### config.mk
export PLATFORM = sky130hd
export DESIGN_NAME = hazard_ctrl
export DESIGN_NICKNAME = d
export VERILOG_FILES = /design/src/rtl/hazard_ctrl.sv
export SDC_FILE = /design/constraint.sdc
export NUM_CORES = 1
export LEC_CHECK = 0
export ABC_AREA = 1
export BUFFER_PORTS_ARGS = -buffer_cell sky130_fd_sc_hd__clkbuf_2
export CORE_ASPECT_RATIO = 1.75
export CORE_MARGIN = 8
export CORE_UTILIZATION = 45
export DETAILED_ROUTE_END_ITERATION = 6
export GPL_TIMING_DRIVEN = 0
export PLACE_DENSITY = 0.79
export SLEW_MARGIN = 20
export SYNTH_ARGS = -nofsm -noshare
export SYNTH_HDL_FRONTEND = slang
export SYNTH_SLANG_ARGS = --single-unit
### constraint.sdc
create_clock -name clk -period 1.8 [get_ports clk]
set_input_delay 0.18 -clock clk [delete_from_list [all_inputs] [get_ports clk]]
set_output_delay 0.18 -clock clk [all_outputs]
set_load 0.05 [all_outputs]
### src/rtl/hazard_ctrl.sv
// rtl/hazard_ctrl.sv - pipeline hazard controller: load-use stall, branch flush, memory-wait freeze, watchdog
//
// Purpose:
//   Generates the PC and pipeline-register hold/flush/bubble controls for the
//   5-stage RV32 core. It covers the hazards that EX-stage operand forwarding
//   cannot resolve. A memory-wait watchdog latches a sticky error and halts
//   the core. A saturating counter records every cycle in which the PC is held.
//
// Ports:
//   clk, rst                   clock (rising edge), asynchronous active-high reset
//   ID_rs1/ID_rs2              source registers of the instruction in ID
//   ID_use_rs1/ID_use_rs2      the ID instruction actually reads that source
//   EX_rd, EX_memrd            destination register of the EX instruction, and whether it is a load
//   EX_brtaken                 EX resolved a taken branch or jump
//   MEM_memreq, MEM_ready      MEM-stage data memory request and its completion
//   PC_hold .. MEMWB_bubble    combinational pipeline controls
//   mem_timeout                sticky watchdog error
//   stall_cycles               saturating count of cycles with PC_hold=1

module hazard_ctrl #(
   parameter int num_width = 5,
   parameter int TIMEOUT   = 16,
   parameter int CNT_W     = 16
) (
   input  logic                 clk,
   input  logic                 rst,
   input  logic [num_width-1:0] ID_rs1,
   input  logic [num_width-1:0] ID_rs2,
   input  logic                 ID_use_rs1,
   input  logic                 ID_use_rs2,
   input  logic [num_width-1:0] EX_rd,
   input  logic                 EX_memrd,
   input  logic                 EX_brtaken,
   input  logic                 MEM_memreq,
   input  logic                 MEM_ready,
   output logic                 PC_hold,
   output logic                 IFID_hold,
   output logic                 IFID_flush,
   output logic                 IDEX_hold,
   output logic                 IDEX_bubble,
   output logic                 EXMEM_hold,
   output logic                 MEMWB_bubble,
   output logic                 mem_timeout,
   output logic [CNT_W-1:0]     stall_cycles
);

   // The wait counter only has to reach TIMEOUT-1.
   localparam int WW = (TIMEOUT > 2) ? $clog2(TIMEOUT) : 1;

   typedef enum logic [1:0] {
      RUN   = 2'd0,
      MWAIT = 2'd1,
      HALT  = 2'd2
   } state_t;

   state_t          state, state_nxt;
   logic [WW-1:0]   wait_cnt, wait_cnt_nxt;
   logic            timeout_nxt;
   logic            memstall;
   logic            loaduse;

   assign memstall = MEM_memreq & ~MEM_ready;

   // x0 is hardwired to zero, so a load into x0 never creates a dependency.
   assign loaduse = EX_memrd & (EX_rd != '0) &
                    ((ID_use_rs1 & (ID_rs1 == EX_rd)) |
                     (ID_use_rs2 & (ID_rs2 == EX_rd)));

   // Pipeline controls: zero latency from the inputs and the current state.
   // They are forced low while reset is asserted.
   always_comb begin
      PC_hold      = 1'b0;
      IFID_hold    = 1'b0;
      IFID_flush   = 1'b0;
      IDEX_hold    = 1'b0;
      IDEX_bubble  = 1'b0;
      EXMEM_hold   = 1'b0;
      MEMWB_bubble = 1'b0;
      if (!rst) begin
         if (state == HALT || memstall) begin
            // Freeze everything up to MEM. A pending branch or load-use stays
            // in EX and ID, so it is serviced once memory is ready.
            PC_hold      = 1'b1;
            IFID_hold    = 1'b1;
            IDEX_hold    = 1'b1;
            EXMEM_hold   = 1'b1;
            MEMWB_bubble = 1'b1;
         end else if (EX_brtaken) begin
            // The ID instruction is squashed, so a load-use hazard is irrelevant.
            IFID_flush  = 1'b1;
            IDEX_bubble = 1'b1;
         end else if (loaduse) begin
            // One cycle only: the inserted nop moves into EX and clears loaduse.
            PC_hold     = 1'b1;
            IFID_hold   = 1'b1;
            IDEX_bubble = 1'b1;
         end
      end
   end

   // Next-state logic for the memory-wait watchdog.
   always_comb begin
      state_nxt    = state;
      wait_cnt_nxt = wait_cnt;
      timeout_nxt  = mem_timeout;
      case (state)
         RUN: begin
            if (memstall) begin
               // The first not-ready cycle already counts toward the timeout.
               state_nxt    = MWAIT;
               wait_cnt_nxt = WW'(1);
            end
         end
         MWAIT: begin
            if (!memstall) begin
               // Covers MEM_ready and also a request that is withdrawn.
               state_nxt    = RUN;
               wait_cnt_nxt = '0;
            end else if (wait_cnt == WW'(TIMEOUT - 1)) begin
               state_nxt   = HALT;
               timeout_nxt = 1'b1;
            end else begin
               wait_cnt_nxt = wait_cnt + WW'(1);
            end
         end
         HALT: begin
            state_nxt = HALT;
         end
         default: begin
            state_nxt    = RUN;
            wait_cnt_nxt = '0;
         end
      endcase
   end

   always_ff @(posedge clk or posedge rst) begin
      if (rst) begin
         state       <= RUN;
         wait_cnt    <= '0;
         mem_timeout <= 1'b0;
      end else begin
         state       <= state_nxt;
         wait_cnt    <= wait_cnt_nxt;
         mem_timeout <= timeout_nxt;
      end
   end

   // Saturating counter of PC-held cycles. HALT cycles are included.
   always_ff @(posedge clk or posedge rst) begin
      if (rst) begin
         stall_cycles <= '0;
      end else if (PC_hold && (stall_cycles != {CNT_W{1'b1}})) begin
         stall_cycles <= stall_cycles + CNT_W'(1);
      end
   end

endmodule

After elaboration in Yosys (flattened, before gate mapping)
Index checks and enable logic that the tools add are counted.
{"block": "op_classes", "addsub": 2, "reduce_logical": 7, "muxes": 20, "bitwise_logic": 8, "eq_ne": 9}
{"operator": "adder 16 x 1 -> 16 bit (second input constant)", "n": 1}
{"operator": "!= test 16 bit (second input constant)", "n": 1}
{"operator": "two-way mux 1 bit", "n": 12}
{"operator": "two-way mux 4 bit", "n": 3}
{"operator": "case mux 4 bit (3 select lines)", "n": 1}
{"operator": "equality test 5 bit", "n": 2}
{"operator": "two-way mux 2 bit", "n": 3}
{"operator": "!= test 3 bit (second input constant)", "n": 2}
{"operator": "case mux 2 bit (3 select lines)", "n": 1}
{"operator": "AND reduction 3 bit", "n": 2}
{"operator": "AND 1 bit", "n": 5}
{"operator": "nonzero test 5 bit", "n": 1}
{"operator": "adder 4 x 1 -> 4 bit (second input constant)", "n": 1}
{"operator": "equality test 4 bit (second input constant)", "n": 1}
{"operator": "equality test 2 x 1 -> 1 bit (second input constant)", "n": 1}
{"operator": "equality test 2 bit (second input constant)", "n": 1}
{"operator": "zero test 2 bit", "n": 1}
{"operator": "!= test 2 bit (second input constant)", "n": 1}
{"operator": "NOT 1 bit", "n": 2}
{"operator": "AND reduction 2 bit", "n": 1}
{"operator": "logical AND 1 bit", "n": 1}
{"operator": "logical OR 1 bit", "n": 1}
{"operator": "OR 1 bit", "n": 1}
{"block": "totals", "regBits": 23, "elab_cells": 50, "out_inout_bits": 24, "inputBits": 23}

Longest topological paths before layout
{"block": "depth", "ltp_word": 9, "depth_mapped": 12}

Worst setup path after synthesis
No wires, ideal clock.
{"block": "synth_path", "path_kind": "reg-to-output", "from": "register state[0]", "to": "output PC_hold", "t_arrival_ps": 1826, "stages_incl_launch_ff": 10, "t_required_ps": 1620, "path_slack_ps": -206, "path_cell_list": "dfrtp_1 > inv_2 > nand2_1 > nand2_1 > inv_1 > nor2_2 > inv_1 > nand2_4 > buf_6 > buf_4"}
{"block": "synth_between", "elab_chain_len": 4}
{"item": "start: declaration", "line_no": "56", "rtl": "state_t state, state_nxt;"}
{"item": "start signal: assignment", "line_no": "142", "rtl": "state <= state_nxt;"}
{"item": "equality test 2 bit", "line_no": "80", "rtl": "if (state == HALT || memstall) begin"}
{"item": "logical OR 1 bit", "line_no": "80"}
{"item": "two-way mux 1 bit (2 in series)"}
{"item": "end: declaration", "line_no": "36", "rtl": "output logic PC_hold,"}
No other way between the ends.

Final worst setup path
{"block": "layout_path", "from": "register state[0]", "to": "output PC_hold"}
{"block": "layout_between", "elab_chain_len": 4}
{"item": "equality test 2 bit", "line_no": "80"}
{"item": "logical OR 1 bit", "line_no": "80"}
{"item": "two-way mux 1 bit", "line_no": "80"}
{"item": "two-way mux 1 bit", "line_no": "79", "rtl": "if (!rst) begin"}
No other way between the ends.

==> flow_summary.json <==
{
  "status": "finished, violations left",
  "seq_area_frac_synth_pct": 34.7,
  "hold_viol": 23,
  "core_sq_mm": 0.00359,
  "fin_tns_setup_ns": 0,
  "drt_iter0_markers": 42,
  "n_fill_cell": 351,
  "ys.flop_type": "dfrtp_1",
  "grt_use_total_pct": 13.8,
  "post-route-period-util_pct": 93.9,
  "clk_latency_ns": 0.27,
  "slew_viol_final": 0,
  "ctsHoldBuffers": 0,
  "grt_pass1_wl_um": 6400,
  "post-route-min-period_ns": 1.69,
  "wl_per_cell_um": 11.0,
  "synthArstFlopShare_pct": 100,
  "power_leakage_nw": 1.15,
  "critPathCaptureType": "output port",
  "cts_tree": "built",
  "rsz0062_at_grt": "false",
  "syn_area_sq_mm": 0.00166,
  "synthesis.nets": 266,
  "slew_headroom_pct": 65.0,
  "io_pins": 47,
  "synth_edf_count": 0,
  "syn_to_final_growth_pct": 23.2,
  "drc": 0,
  "powerDensity_mw_per_mm2": 689,
  "avgSynthCellArea_sq_um": 6.88,
  "multi_input_area_sq_um": 881,
  "drive_above_1_share_pct": 30.2,
  "synth_cells": 241,
  "place.gp.congestion": 0.775,
  "path_class": "flop to output port",
  "cp_max_fo": 5,
  "yosysTopAreaCell": "dfrtp_1",
  "synth_top_area_share_pct": 34.7,
  "cap_violations": 0,
  "vias": 1638,
  "reg2reg_depth": 7,
  "dieArea_sq_mm": 0.00596,
  "initial_core_util_pct": 46.2,
  "drt-total-wl_um": 3740,
  "n_antenna_cell": 0,
  "grt.overflow.total": 0,
  "die_x_um": 61.9,
  "synth_cell_types": 26,
  "antenna_found_initial": 0,
  "cp.arrival_ns": 1.51,
  "grt_start_max_net_pins": 25,
  "ys_seq_elements": 23,
  "ir_worst_vdd_mv": 0.451,
  "die_y_um": 96.3,
  "cts_buffers": 3,
  "clk_path_buf_depth": 2,
  "finalClockSkew_ns": 0.00554,
  "violations": "negative hold slack",
  "setup_viol": 0,
  "yosysWarnings": 0,
  "synth_area_leaders": "dfrtp_1 35%, nand2_1 20%, inv_1 7.7%",
  "register_area_sq_um": 578,
  "via_per_inst": 4.80,
  "portBuffers": 46,
  "root_buffer": "clkbuf_8",
  "hold_slack_ns": -0.0145,
  "h-tree-depth": 1,
  "dr.pass1.iters": 4,
  "p_total_mw": 1.41,
  "startpoint_type": "flop",
  "dpl.hpwl_um": 3050,
  "clock.fmax_mhz": 591,
  "postRouteAntennaNets": 0,
  "clkTransAtPathRegs_ns": 0.07,
  "hold_path_class": "input pin to asynchronous set/reset pin",
  "crit_required_ns": 1.62,
  "grt_pass1_vias": 1623,
  "worstMarginPinSlew_ns": 0.525,
  "clkSinkCount": 23,
  "num_rows": 29,
  "fin_nets": 321
}
[registers in the layout, summed over array words and instances (netlist names)]
signal and flops:
mem_timeout 1, stall_cycles 16, state 2, wait_cnt 4
[cell type report]
class / count / area share, %
clock buffers: 4 / 2.20
multi-input cells: 173 / 43.1
plain buffers: 6 / 2.75
inverters: 38 / 7.16
flip-flops and latches: 23 / 28.3
well taps: 46 / 2.82
repair buffers: 51 / 13.7
[power by group]
part / internal, mW / total (mW) / switching (mW)
clock: 0.158 / 0.321 / 0.163
combinational: 0.137 / 0.461 / 0.324
sequential: 0.567 / 0.627 / 0.0602
total: 0.862 / 1.41 / 0.547
[kinds of logic after synthesis]
| family | after synthesis | share of synthesized area (%) |
|---|---|---|
| flip-flops | 23 | 34.7 |
| XOR/XNOR | 10 | 5.28 |
| adder cells (fa/ha/maj) | 2 | 1.51 |
| AO/OA/AOI/OAI | 8 | 2.72 |
| buffers and inverters | 45 | 12.7 |
| AND/OR/NAND/NOR | 153 | 43.1 |
[cell usage in the layout (no fill, tap or decap), types with 4 or more instances in the layout]
| cell type | n |
|---|---|
| nand2_1 | 88 |
| clkbuf_2 | 43 |
| inv_1 | 31 |
| nand3_1 | 22 |
| dfrtp_1 | 21 |
| nor2_1 | 19 |
| buf_4 | 9 |
| inv_2 | 6 |
| xor2_1 | 5 |
| xnor2_1 | 5 |
| o21ai_0 | 4 |
[critical path: stages (launching register included)]
cell and delay, ns:
dfrtp_1 0.42, inv_2 0.10, nand2_2 0.05, nand2_1 0.08, inv_2 0.05, nor2_4 0.13, inv_2 0.06, nand2_4 0.10
buf_4 0.12, buf_8 0.13
[timing repair]
item                                    in CTS  in global routing
endpoints found under the setup margin       3                  3
resized for setup                            4                  5
buffers inserted                             2                  3
pin swaps                                    1                  2
[layer usage]
layer	up-vias	wire length (um)	track usage, %
li1	841	-	-
met1	757	1410	13.8
met2	33	2030	25.7
met3	7	202	2.14
met4	0	98	7.27
met5	-	0	0
[cells in the mapped netlist, types with 3 or more instances]
cell	number
nor3_1	3
nor2_2	4
o21ai_0	4
nand2_4	3
inv_1	34
nand3_1	22
xnor2_1	5
dfrtp_1	23
xor2_1	5
nand3_2	3
nand2_1	89
nor2_1	19
inv_2	4
buf_4	4
[path summary, 6_finish.rpt]
path | start | to | slack, ns
setup / recovery | state[0]$_DFFE_PP0P_ | PC_hold | 0.11
hold / removal | rst | state[1]$_DFFE_PP0P_ | -0.01
setup reg to reg | wait_cnt[0]$_DFFE_PP0P_ | wait_cnt[3]$_DFFE_PP0P_ | 0.17
hold reg to reg | mem_timeout$_DFFE_PP0P_ | mem_timeout$_DFFE_PP0P_ | 0.47
max in group asynchronous | rst | stall_cycles[0]$_DFFE_PP0P_ | 1.48
min in group clk | MEM_memreq | wait_cnt[1]$_DFFE_PP0P_ | 0.36
[metrics by stage]
stage	cell area, sq um	utilization (%)	cells	setup WS [ns]
floorplan	1670	-	241	0.000167
detailed placement	1950	54.4	333	-0.0349
global placement	1950	54.4	333	-0.0113
global route	2040	56.9	341	0.0130
finish	2040	56.9	341	0.109
CTS	2020	56.2	338	0.0391
Power figures use the tool's default switching activity.
